File: src/rtl/process_alloc_arbiter.sv
// Round-robin arbiter granting four cores exclusive use of one process allocator.
// Optional watchdog: define PROCESS_ALLOC_ARBITER_TIMEOUT_EN to abort hung RUN periods.
`ifndef ADDRESS_BITS
`define ADDRESS_BITS 8
`endif
`ifndef DATA_BITS
`define DATA_BITS 16
`endif

module process_alloc_arbiter #(
  parameter int addrBits = `ADDRESS_BITS,
  parameter int dataBits = `DATA_BITS
) (
  input  logic                  clk,
  input  logic                  reset,
  input  logic [3:0]            reqValid,
  input  logic [3:0]            reqCreate,
  input  logic [4*addrBits-1:0] reqWordsToCopy,
  input  logic [4*9-1:0]        reqStartPC,
  input  logic [4*addrBits-1:0] reqPidToFree,
  output logic [3:0]            reqDone,
  output logic [addrBits-1:0]   respPid,
  output logic                  respError,
  output logic [1:0]            grantId,
  output logic                  busy,
  output logic                  allocEnabled,
  output logic                  allocHasProcessCreate,
  output logic [addrBits-1:0]   allocWordsToCopy,
  output logic [8:0]            allocStartPC,
  output logic [addrBits-1:0]   allocPidToFree,
  input  logic                  allocFinished,
  input  logic [addrBits-1:0]   allocNewPid
);
  localparam logic [1:0] S_IDLE = 2'd0;
  localparam logic [1:0] S_RUN  = 2'd1;
  localparam logic [1:0] S_DONE = 2'd2;

  // dataBits only documents the allocator's data width; no data passes through here.
  if (dataBits < 1) begin : g_bad_data_bits
    $error("dataBits must be positive");
  end

  logic [1:0]          state_q, state_d;
  logic [1:0]          last_q, last_d;
  logic [3:0]          mask_q, mask_d;
  logic [1:0]          gid_q, gid_d;
  logic                busy_q, busy_d;
  logic                en_q, en_d;
  logic [3:0]          done_q, done_d;
  logic [addrBits-1:0] pid_q, pid_d;
  logic                create_q, create_d;
  logic [addrBits-1:0] words_q, words_d;
  logic [8:0]          pc_q, pc_d;
  logic [addrBits-1:0] free_q, free_d;
  logic                timed_out;

  logic [3:0] elig;
  logic       win_vld;
  logic [1:0] win_id;
  logic [1:0] idx;

  // Scan from the requester after the last served one, first eligible wins.
  always_comb begin
    elig    = reqValid & ~mask_q;
    win_vld = 1'b0;
    win_id  = 2'd0;
    idx     = 2'd0;
    for (int k = 0; k < 4; k++) begin
      idx = last_q + 2'(k + 1);
      if (!win_vld && elig[idx]) begin
        win_vld = 1'b1;
        win_id  = idx;
      end
    end
  end

  always_comb begin
    state_d  = state_q;
    last_d   = last_q;
    mask_d   = mask_q;
    gid_d    = gid_q;
    busy_d   = busy_q;
    en_d     = en_q;
    done_d   = 4'b0000;
    pid_d    = pid_q;
    create_d = create_q;
    words_d  = words_q;
    pc_d     = pc_q;
    free_d   = free_q;
    case (state_q)
      S_IDLE: begin
        mask_d = 4'b0000;
        if (win_vld) begin
          state_d  = S_RUN;
          gid_d    = win_id;
          busy_d   = 1'b1;
          en_d     = 1'b1;
          create_d = reqCreate[win_id];
          words_d  = reqWordsToCopy[win_id*addrBits +: addrBits];
          pc_d     = reqStartPC[win_id*9 +: 9];
          free_d   = reqPidToFree[win_id*addrBits +: addrBits];
        end
      end
      S_RUN: begin
        if (allocFinished || timed_out) begin
          state_d = S_DONE;
          en_d    = 1'b0;
          done_d  = 4'b0001 << gid_q;
          pid_d   = timed_out ? '0 : allocNewPid;
        end
      end
      S_DONE: begin
        state_d = S_IDLE;
        busy_d  = 1'b0;
        last_d  = gid_q;
        // A core still holding reqValid in the cycle after its done pulse must not re-win.
        mask_d  = 4'b0001 << gid_q;
      end
      default: state_d = S_IDLE;
    endcase
  end

  always_ff @(posedge clk or negedge reset) begin
    if (!reset) begin
      state_q  <= S_IDLE;
      last_q   <= 2'd3;
      mask_q   <= 4'b0000;
      gid_q    <= 2'd0;
      busy_q   <= 1'b0;
      en_q     <= 1'b0;
      done_q   <= 4'b0000;
      pid_q    <= '0;
      create_q <= 1'b0;
      words_q  <= '0;
      pc_q     <= '0;
      free_q   <= '0;
    end else begin
      state_q  <= state_d;
      last_q   <= last_d;
      mask_q   <= mask_d;
      gid_q    <= gid_d;
      busy_q   <= busy_d;
      en_q     <= en_d;
      done_q   <= done_d;
      pid_q    <= pid_d;
      create_q <= create_d;
      words_q  <= words_d;
      pc_q     <= pc_d;
      free_q   <= free_d;
    end
  end

`ifdef PROCESS_ALLOC_ARBITER_TIMEOUT_EN
  logic [7:0] cnt_q, cnt_d;
  logic       err_q, err_d;

  // Counter holds k-1 in the k-th RUN cycle, so the 255th RUN cycle ends the wait.
  assign timed_out = (state_q == S_RUN) && !allocFinished && (cnt_q == 8'hFE);

  always_comb begin
    cnt_d = (state_q == S_RUN) ? cnt_q + 8'd1 : 8'd0;
    err_d = err_q;
    if (state_q == S_RUN && (allocFinished || timed_out)) err_d = timed_out;
  end

  always_ff @(posedge clk or negedge reset) begin
    if (!reset) begin
      cnt_q <= 8'd0;
      err_q <= 1'b0;
    end else begin
      cnt_q <= cnt_d;
      err_q <= err_d;
    end
  end

  assign respError = err_q;
`else
  assign timed_out = 1'b0;
  assign respError = 1'b0;
`endif

  assign reqDone               = done_q;
  assign respPid               = pid_q;
  assign grantId               = gid_q;
  assign busy                  = busy_q;
  assign allocEnabled          = en_q;
  assign allocHasProcessCreate = create_q;
  assign allocWordsToCopy      = words_q;
  assign allocStartPC          = pc_q;
  assign allocPidToFree        = free_q;
endmodule

File: config.mk
export PLATFORM = sky130hd
export DESIGN_NAME = process_alloc_arbiter
export DESIGN_NICKNAME = d
export VERILOG_FILES = /design/src/rtl/process_alloc_arbiter.sv
export SDC_FILE = /design/constraint.sdc
export NUM_CORES = 1
export LEC_CHECK = 0
export BUFFER_PORTS_ARGS = -buffer_cell sky130_fd_sc_hd__buf_2
export CELL_PAD_IN_SITES_DETAIL_PLACEMENT = 1
export CELL_PAD_IN_SITES_GLOBAL_PLACEMENT = 2
export CORE_MARGIN = 3
export CORE_UTILIZATION = 27
export DETAILED_ROUTE_END_ITERATION = 16
export PLACE_DENSITY_LB_ADDON = 0.08
export SLEW_MARGIN = 20
export SYNTH_ARGS = -nofsm -noshare
export SYNTH_HDL_FRONTEND = slang
export SYNTH_SLANG_ARGS = --single-unit
File: constraint.sdc
create_clock -name clk -period 5.7 [get_ports clk]
set_input_delay 0.285 -clock clk [delete_from_list [all_inputs] [get_ports clk]]
set_output_delay 0.285 -clock clk [all_outputs]
set_load 0.02 [all_outputs]
==> results of run 1 <==
==> layout by cell type, fill, tap and decap left out, types with 5 or more instances in the layout <==
cell type,netlist,routed
mux2i_1,33,33
a22oi_2,5,5
mux2_4,12,12
buf_2,5,160
clkbuf_8,0,5
dfrtp_1,48,48
a21oi_1,9,9
a22oi_1,7,7
a2bb2oi_1,7,7
inv_1,5,5
a221o_1,7,7
o21ai_1,12,12
nor3_1,9,9
o21ai_0,10,10
nor2_1,6,6
nand3_1,11,11
nand2_1,41,40
==> sequential cells by signal (all words and copies together), names as in the netlist <==
signal                 cells
allocStartPC               9
allocPidToFree             8
allocWordsToCopy           8
respPid                    8
mask_q                     4
reqDone                    4
grantId                    2
last_q                     2
state_q                    2
allocEnabled               1
allocHasProcessCreate      1
busy                       1
==> per-stage QoR <==
step	setup WS [ns]	std cells
after CTS	3.04	553
after floorplan	3.90	268
after global routing	2.87	553
after global placement	3.14	545
final	3.12	553
after detailed placement	3.04	545
==> synth_stat cells (all sizes together) <==
master   count
a221o        7
o311ai       1
o41ai        2
nand2       43
mux2i       33
inv          6
clkbuf       6
mux2        12
a21oi       10
a32o         2
and2         1
conb         1
nand2b       3
nor3         9
a2bb2oi      7
nand3       11
a22oi       12
nor4b        1
dfstp        2
a221oi       2
o221ai       1
nor2b        2
dfrtp       48
buf         12
and3         2
nor2         6
o21ai       23
and2b        2
a211oi       1
==> worst max-delay path by stage <==
stage	depth (start not counted)	slack [ns]	to	from
floorplan	7	3.90	allocPidToFree[2]	mask_q[1]
global placement	6	3.14	allocStartPC[2]	mask_q[1]
detailed placement	7	3.04	allocStartPC[7]	mask_q[1]
CTS	6	3.04	allocPidToFree[5]	mask_q[1]
global route	7	2.87	allocPidToFree[5]	mask_q[1]
finish	7	3.12	allocPidToFree[5]	mask_q[1]
==> per-layer routing <==
layer | track usage | vias to the layer above | share of wire
li1 | - | 1272 | -
met1 | 0.205 | 1260 | 0.43
met2 | 0.257 | 93 | 0.48
met3 | 0.0490 | 10 | 0.075
met4 | 0.0424 | 0 | 0.017
met5 | 0 | - | 0
==> power by group through the flow <==
stage / combinational (W) / sequential [W] / clock [W]
floorplan: 0.000650 / 0.000760 / 0
global placement: 0.00108 / 0.000620 / 0
detailed placement: 0.00110 / 0.000622 / 0
CTS: 0.00110 / 0.000620 / 0.000226
global route: 0.00118 / 0.000641 / 0.000238
finish: 0.00107 / 0.000619 / 0.000215
==> layout make-up <==
cell class	instances	area (µm²)
sequential	50	1250
clock inverter	3	21.3
clock buffer	5	68.8
fill	1202	6210
multi-input combinational	194	1440
inverter	6	22.5
timing repair buffer	162	816
tap	133	166
==> logic make-up (layout without fill, tap and decap cells) <==
family / after synthesis / in the layout / share of synthesized area
simple gates: 80 / 80 / 0.137
compound gates: 68 / 68 / 0.190
flops: 50 / 50 / 0.443
mux: 45 / 45 / 0.180
buf+inv: 24 / 176 / 0.0486
other cells: 1 / 1 / 0.00132
==> flow_metrics.env, run 1 <==
export IMPL_clkSinkCount=50
export IMPL_io_buffers=160
export IMPL_ys_warn_count=0
export IMPL_dp_hpwl_um=6930
export IMPL_firstDrtPassIters=4
export IMPL_root_buffer="clkbuf_8"
export IMPL_postSynthAreaPerCell_um2=10.6
export IMPL_worst_pin_slew_ns=0.922
export IMPL_rows=36
export IMPL_path_buf_inv=1
export IMPL_netlist_area_mm2=0.00283
export IMPL_p_clk_frac=0.112
export IMPL_gp_congestion=0.755
export IMPL_antenna_found_initial=0
export IMPL_pwr_share_comb=0.563
export IMPL_fin_tns_setup_ns=0
export IMPL_fin_util=0.379
export IMPL_crit_required_ns=5.94
export IMPL_cp_end_kind="flip-flop"
export IMPL_layout_drive_gt1_share=0.483
export IMPL_synth_fp_nets=387
export IMPL_postCtsHoldBufs=0
export IMPL_dieArea_mm2=0.0118
export IMPL_p_seq_frac=0.325
export IMPL_synth_seq_cells=50
export IMPL_grt_pass1_vias=2793
export IMPL_hp_class="in -> async"
export IMPL_wl_per_cell_um=17.0
export IMPL_timing_rr_end="allocPidToFree[5]"
export IMPL_setup_violations_final=0
export IMPL_drc=0
export IMPL_crit_path_cell_trace="nor2b_2 > a221oi_2 > o21ai_2 > buf_4 > nand2_2 > nor3_1 > a221o_1"
export IMPL_relSlewSlack=0.383
export IMPL_cts_buffer_depth=2
export IMPL_cts_tree="built"
export IMPL_intPower_w=0.00103
export IMPL_outcome="finished clean"
export IMPL_cts_resized=0
export IMPL_fmax_ghz=0.388
export IMPL_path_clk_slew_ns=0.10
export IMPL_crit_type="reg -> reg"
export IMPL_timing_max_cap_violations=0
export IMPL_ys_seq_area_frac=0.443
export IMPL_fin_crit_sh=0.453
export IMPL_drtIter0Drc=82
export IMPL_synth_top_area_cell="dfrtp_1"
export IMPL_cp_arrival_ns=2.82
export IMPL_grt_start_max_net_pins=51
export IMPL_rsz0062_at_grt="no"
export IMPL_grt_pass1_wl_um=14500
export IMPL_hold_viol=0
export IMPL_crit_path_max_fanout=33
export IMPL_total_power_w=0.00191
export IMPL_power_density_mw_per_mm2=503
export IMPL_clk_latency_ns=0.30
export IMPL_layout_nets=538
export IMPL_leakage_nw=1.99
export IMPL_rr_worst_depth=7
export IMPL_yosysTopAreaCellShare=0.424
export IMPL_r2r_start="mask_q[1]"
export IMPL_htreeDepth=2
export IMPL_drt_wl_total_um=9390
export IMPL_vias_per_cell=4.76
export IMPL_gr_total_overflow=0
export IMPL_coreArea_mm2=0.0100
export IMPL_design_area_mm2=0.00379
export IMPL_die_h_um=108
export IMPL_slew_viol_final=0
export IMPL_startpoint_type="flip-flop"
export IMPL_yosysUniqueCellTypes=42
export IMPL_r2r_slack_ns=3.12
export IMPL_start_util=0.283
export IMPL_areaGrowthSynthToFinish_pct=33.9
export IMPL_cts_setup_buffers=0
export IMPL_die_w_um=108
export IMPL_cts_buffers=5
export IMPL_finClkSkew_ns=0.00922
export IMPL_p_switching_w=0.000873
export IMPL_cp_top_family="simple AND/OR/NAND/NOR gates"
export IMPL_fin_crit_ns=2.58
export IMPL_track_usage=0.159
export IMPL_drt_antenna_violating_nets=0
export IMPL_syn_inst=268
export IMPL_timing_hold_ws_ns=0.0917
export IMPL_ir_drop_mv=0.185
export IMPL_cpPeakStageDelay_ns=0.60
export IMPL_cpMaxStageDelayCell="nand2_2"
export IMPL_place_area_mm2=0.00370
export IMPL_vias=2635
export IMPL_yosys_top_cells_area="dfrtp_1 42%, mux2i_1 12%, mux2_4 6.4%, nand2_1 5.4%, a221o_1 2.5%"
export IMPL_io_pins=162
export IMPL_p_sw_frac=0.458
export IMPL_n_antenna_cell=0
No activity file was read; power rests on OpenSTA's default activity.
==> run 2, diff against run 1 <==
--- a/config.mk
+++ b/config.mk
@@ -5,11 +5,12 @@
 export SDC_FILE = /design/constraint.sdc
 export NUM_CORES = 1
 export LEC_CHECK = 0
+export ABC_AREA = 1
 export BUFFER_PORTS_ARGS = -buffer_cell sky130_fd_sc_hd__buf_2
 export CELL_PAD_IN_SITES_DETAIL_PLACEMENT = 1
 export CELL_PAD_IN_SITES_GLOBAL_PLACEMENT = 2
 export CORE_MARGIN = 3
-export CORE_UTILIZATION = 27
+export CORE_UTILIZATION = 24
 export DETAILED_ROUTE_END_ITERATION = 16
 export PLACE_DENSITY_LB_ADDON = 0.08
 export SLEW_MARGIN = 20
==> constraint.sdc (replaced) <==
create_clock -name clk -period 2.6 [get_ports clk]
set_input_delay 0.13 -clock clk [delete_from_list [all_inputs] [get_ports clk]]
set_output_delay 0.13 -clock clk [all_outputs]
set_load 0.02 [all_outputs]
==> flow_metrics.env, run 2 <==
export IMPL_layout_common_cells="175 x nand2_1, 160 x buf_2, 70 x inv_1, 64 x nand3_1, 48 x dfrtp_1"
export IMPL_cts_tree="built"
export IMPL_timing_hold_ws_ns=0.0124
export IMPL_drtIter0Drc=229
export IMPL_timing_rr_end="allocPidToFree[3]"
export IMPL_p_sw_frac=0.525
export IMPL_postSynthAreaPerCell_um2=7.04
export IMPL_synth_seq_cells=50
export IMPL_layout_drive_gt1_share=0.342
export IMPL_wl_per_cell_um=15.1
export IMPL_final_cells=815
export IMPL_cp_end_kind="flip-flop"
export IMPL_ys_async_sr_fraction=1.00
export IMPL_gp_congestion=0.778
export IMPL_p_seq_frac=0.204
export IMPL_fin_crit_sh=0.922
export IMPL_rr_worst_depth=11
export IMPL_finClkSkew_ns=0.00483
export IMPL_cpMaxStageDelayCell="dfstp_2"
export IMPL_io_pins=162
export IMPL_hp_start="allocFinished"
export IMPL_drt_wl_total_um=12300
export IMPL_cpPeakStageDelay_ns=0.68
export IMPL_r2r_start="last_q[0]"
export IMPL_hold_viol=0
export IMPL_drc=0
export IMPL_placed_cells=804
export IMPL_synth_fp_nets=601
export IMPL_crit_type="reg -> reg"
export IMPL_power_density_mw_per_mm2=1490
export IMPL_antenna_found_initial=2
export IMPL_synth_top_area_cell="dfrtp_1"
export IMPL_fin_crit_ns=2.40
export IMPL_ys_warn_count=0
export IMPL_vias=3554
export IMPL_p_switching_w=0.00357
export IMPL_track_usage=0.156
export IMPL_pwr_share_comb=0.677
export IMPL_synth_common_cells="175 x nand2_1, 70 x inv_1, 65 x nand3_1, 48 x dfrtp_1, 22 x or2_1"
export IMPL_hold_path_end="state_q[0]"
export IMPL_clkSinkCount=50
export IMPL_htreeDepth=2
export IMPL_relSlewSlack=0.659
export IMPL_worst_path_most_repeated_cell="nand3_1"
export IMPL_final_setup_worst_slack_ns=0.203
export IMPL_yosysTopAreaCellShare=0.354
export IMPL_die_w_um=125
export IMPL_slew_viol_final=0
export IMPL_crit_path_max_fanout=42
export IMPL_ys_flop_type="dfrtp_1"
export IMPL_hold_path_depth=2
export IMPL_grt_pass1_vias=3956
export IMPL_total_power_w=0.00680
export IMPL_yosysUniqueCellTypes=34
export IMPL_synth_edff_count=0
export IMPL_path_clk_slew_ns=0.07
export IMPL_cp_arrival_ns=2.59
export IMPL_netlist_area_mm2=0.00339
export IMPL_fmax_ghz=0.417
export IMPL_yosysMostFrequentCell="nand2_1"
export IMPL_syn_inst=482
export IMPL_yosys_top_cells_area="dfrtp_1 35%, nand2_1 19%, nand3_1 9.6%, inv_1 7.7%, nand3_2 5.0%"
export IMPL_startpoint_type="flip-flop"
export IMPL_p_clk_frac=0.119
export IMPL_crit_path_cell_trace="nand3_1 > nand3_1 > nand2_2 > nand2_2 > nand2_1 > nand2_4 > nand3_4 > clkbuf_16 > or2_2 > nand3_2 > nand3_1"
export IMPL_final_common_cell="nand2_1"
export IMPL_rsz0062_at_grt="yes"
export IMPL_fin_util=0.337
export IMPL_root_buffer="clkbuf_16"
export IMPL_largest_reg_flops=9
export IMPL_timing_max_cap_violations=0
export IMPL_rows=42
export IMPL_gr_total_overflow=0
export IMPL_cts_buffers=5
export IMPL_grt_start_max_net_pins=86
export IMPL_areaGrowthSynthToFinish_pct=34.5
export IMPL_coreArea_mm2=0.0136
export IMPL_drt_antenna_violating_nets=0
export IMPL_die_h_um=125
export IMPL_firstDrtPassIters=4
export IMPL_dieArea_mm2=0.0156
export IMPL_layout_nets=756
export IMPL_start_util=0.250
export IMPL_vias_per_cell=4.36
export IMPL_ys_seq_area_frac=0.369
export IMPL_cts_buffer_depth=2
export IMPL_ir_drop_mv=0.729
export IMPL_intPower_w=0.00323
export IMPL_worst_pin_slew_ns=0.510
export IMPL_clk_latency_ns=0.30
export IMPL_dp_hpwl_um=9450
export IMPL_crit_required_ns=2.79
export IMPL_r2r_slack_ns=0.20
export IMPL_setup_violations_final=0
export IMPL_leakage_nw=2.61
export IMPL_grt_pass1_wl_um=20000
export IMPL_hp_class="in -> reg"
export IMPL_dp_slack_ns=0.120
export IMPL_outcome="finished clean"
export IMPL_io_buffers=160
==> run 2: cell count changes in the layout (fill, tap and decap cells not counted), moves of 9 or more <==
cell     previous run  this run
nand2_1            40       175
nor3_1              9         0
nand3_1            11        64
nand3_2             0        18
mux2_4             12         0
mux2i_1            33         0
o21ai_1            12         1
or2_1               0        22
inv_1               5        70
nand4_1             0        14
==> run 2: what timing repair did <==
action                                 in CTS  in global routing
setup endpoints to repair                   0                  7
resized for setup                           0                  2
hold buffers                                1                  0
endpoints found under the hold margin      13                  0
buffers inserted                            0                  0
==> run 2: per-stage QoR <==
step	TNS (ns)	area, µm²
floorplan	0	3390
global placement	0	4340
detailed placement	0	4340
CTS	0	4530
global route	-0.0996	4570
finish	0	4570
==> run 2: layer usage <==
metal / track usage / up-vias / wire length [µm]
met1: 0.184 / 1642 / 5140
met4: 0.0344 / 2 / 123
met3: 0.0489 / 11 / 792
li1: - / 1806 / -
met2: 0.279 / 93 / 6230
met5: 0 / - / 13
==> run 2: power by group through the flow <==
stage	logic, W	clock network (W)	registers (W)
after floorplan	0.00310	0	0.00171
after global placement	0.00443	0	0.00139
after detailed placement	0.00451	0	0.00140
after CTS	0.00452	0.000846	0.00140
after global routing	0.00524	0.000876	0.00144
final	0.00460	0.000810	0.00139
==> run 2: cell families after synthesis <==
family | synth area share
simple gates | 0.477
flops | 0.369
other cells | 0.00110
compound gates | 0.0280
buf+inv | 0.124
==> run 2: how the worst max path moves through the flow <==
stage	start	endpoint	slack, ns	cells after the start
4_1_cts	last_q[0]	allocStartPC[6]	0.12	14
6_report	last_q[0]	allocPidToFree[3]	0.20	11
5_1_grt	last_q[0]	allocStartPC[6]	-0.04	13
3_5_place_dp	last_q[0]	allocStartPC[6]	0.12	14
3_3_place_gp	last_q[0]	allocStartPC[8]	0.24	14
2_1_floorplan	last_q[0]	allocPidToFree[3]	0.67	12
==> run 2: layout make-up <==
type	count	area, µm²
clock buffer	6	139
multi-input combinational	338	1720
fill	1768	8990
tap	176	220
inverter	73	279
antenna	1	2.50
clock inverter	2	38.8
sequential	50	1250
timing repair buffer	169	908
==> run 2: worst max-delay path: cells and delay by family (launching register included) <==
family | cells | cell delay (ns)
buf+inv | 1 | 0.25
flops | 1 | 0.68
simple gates | 10 | 1.35
==> run 3, diff against run 2 <==
--- a/config.mk
+++ b/config.mk
@@ -5,12 +5,11 @@
 export SDC_FILE = /design/constraint.sdc
 export NUM_CORES = 1
 export LEC_CHECK = 0
-export ABC_AREA = 1
 export BUFFER_PORTS_ARGS = -buffer_cell sky130_fd_sc_hd__buf_2
 export CELL_PAD_IN_SITES_DETAIL_PLACEMENT = 1
 export CELL_PAD_IN_SITES_GLOBAL_PLACEMENT = 2
 export CORE_MARGIN = 3
-export CORE_UTILIZATION = 24
+export CORE_UTILIZATION = 25
 export DETAILED_ROUTE_END_ITERATION = 16
 export PLACE_DENSITY_LB_ADDON = 0.08
 export SLEW_MARGIN = 20
==> flow_metrics.env, run 3 (synthesis gave the netlist of run 1 again) <==
export IMPL_track_usage=0.153
export IMPL_htreeDepth=2
export IMPL_crit_required_ns=2.82
export IMPL_cts_resized=0
export IMPL_path_clk_slew_ns=0.08
export IMPL_slew_viol_final=0
export IMPL_io_pins=162
export IMPL_relSlewSlack=0.551
export IMPL_placed_cells=558
export IMPL_dp_hpwl_um=7400
export IMPL_fin_tns_setup_ns=0
export IMPL_cts_buffer_depth=2
export IMPL_routed_wl_met3_um=650
export IMPL_layout_drive_gt1_share=0.489
export IMPL_root_buffer="clkbuf_16"
export IMPL_fin_crit_sh=0.826
export IMPL_clk_latency_ns=0.29
export IMPL_areaGrowthSynthToFinish_pct=39.5
export IMPL_drt_wl_total_um=9500
export IMPL_p_sw_frac=0.432
export IMPL_startpoint_type="flip-flop"
export IMPL_fin_crit_ns=2.15
export IMPL_wl_met1_um=4010
export IMPL_cts_tree="built"
export IMPL_p_switching_w=0.00197
export IMPL_hold_viol=0
export IMPL_intPower_w=0.00259
export IMPL_io_buffers=160
export IMPL_grt_pass1_wl_um=15700
export IMPL_die_w_um=112
export IMPL_worst_pin_slew_ns=0.674
export IMPL_gp_congestion=0.745
export IMPL_p_seq_frac=0.297
export IMPL_cp_end_kind="flip-flop"
export IMPL_layout_common_cells="160 x buf_2, 48 x dfrtp_1, 40 x nand2_1, 33 x mux2i_1"
export IMPL_rows=38
export IMPL_crit_path_max_fanout=12
export IMPL_timing_max_cap_violations=0
export IMPL_wl_per_cell_um=16.8
export IMPL_vias_per_cell=4.68
export IMPL_fmax_ghz=0.466
export IMPL_die_h_um=112
export IMPL_final_cells=567
export IMPL_wl_met2_um=4710
export IMPL_grt_pass1_vias=3025
export IMPL_cp_arrival_ns=2.36
export IMPL_crit_type="reg -> reg"
export IMPL_hp_class="in -> reg"
export IMPL_layout_nets=545
export IMPL_start_util=0.259
export IMPL_firstDrtPassIters=4
export IMPL_finClkSkew_ns=0.00828
export IMPL_dieArea_mm2=0.0126
export IMPL_p_clk_frac=0.171
export IMPL_final_common_cell="buf_2"
export IMPL_setup_violations_final=0
export IMPL_gr_total_overflow=0
export IMPL_vias=2653
export IMPL_drtIter0Drc=105
export IMPL_clkSinkCount=50
export IMPL_outcome="finished clean"
export IMPL_coreArea_mm2=0.0109
export IMPL_cts_buffers=5
export IMPL_cts_setup_buffers=0
export IMPL_top_layer="met4"
export IMPL_largest_reg_flops=9
export IMPL_power_density_mw_per_mm2=1150
export IMPL_drc=0
export IMPL_ir_drop_mv=0.313
export IMPL_leakage_nw=2.07
export IMPL_rsz0062_at_grt="no"
export IMPL_drt_antenna_violating_nets=0
export IMPL_antenna_found_initial=0
export IMPL_postCtsHoldBufs=1
export IMPL_grt_start_max_net_pins=45
export IMPL_n_antenna_cell=0
export IMPL_fillers=1296
export IMPL_pwr_share_comb=0.533
[run 3: worst paths after layout]
kind / cells past startpoint / slack, ns / endpoint / from
max in group asynchronous: 3 / 1.55 / allocWordsToCopy[1] / reset
hold / removal: 3 / 0.02 / respPid[7] / allocNewPid[7]
min in group asynchronous: 2 / 0.41 / respPid[3] / reset
hold reg to reg: 1 / 0.46 / state_q[0] / state_q[1]
setup / recovery: 6 / 0.45 / allocStartPC[1] / mask_q[1]
setup reg to reg: 6 / 0.45 / allocStartPC[1] / mask_q[1]
[run 3: per-stage QoR]
stage / hold WS [ns] / instance area (µm²) / setup WS (ns) / utilization / total power (W)
final: 0.0247 / 3950 / 0.452 / 0.361 / 0.00456
after floorplan: -0.166 / 2830 / 0.804 / - / 0.00309
after CTS: 0.0201 / 3950 / 0.468 / 0.361 / 0.00466
after global placement: 0.226 / 3770 / 0.596 / 0.345 / 0.00381
after global routing: 0.0312 / 3950 / 0.300 / 0.361 / 0.00493
after detailed placement: 0.221 / 3770 / 0.508 / 0.345 / 0.00385
[run 3: critical path, cell delays in order (launching register included)]
cell,delay (ns)
dfrtp_1,0.41
nor2b_2,0.29
nor2_1,0.12
o311ai_1,0.39
and2_1,0.58
a22oi_1,0.15
o21ai_1,0.12
[run 3: routing by layer]
layer  GRT usage  vias to the layer above
met1       0.194                     1259
met3      0.0394                        9
met5           0                        -
met4      0.0353                        0
met2       0.263                       94
li1            -                     1291
[run 3: cell type report]
| type | instances | area, µm² | share of cell area |
|---|---|---|---|
| multi-input cells | 194 | 1440 | 0.365 |
| clock buffers | 5 | 125 | 0.0317 |
| repair buffers | 169 | 883 | 0.224 |
| clock inverters | 3 | 47.5 | 0.0120 |
| flip-flops and latches | 50 | 1250 | 0.317 |
| inverters | 6 | 22.5 | 0.00570 |
| well taps | 140 | 175 | 0.0443 |
[run 3: power by group through the flow]
stage	combinational (W)	sequential [W]	clock [W]
5_1_grt	0.00268	0.00140	0.000841
3_3_place_gp	0.00246	0.00135	0
4_1_cts	0.00250	0.00135	0.000807
2_1_floorplan	0.00142	0.00167	0
6_report	0.00243	0.00135	0.000778
3_5_place_dp	0.00249	0.00137	0
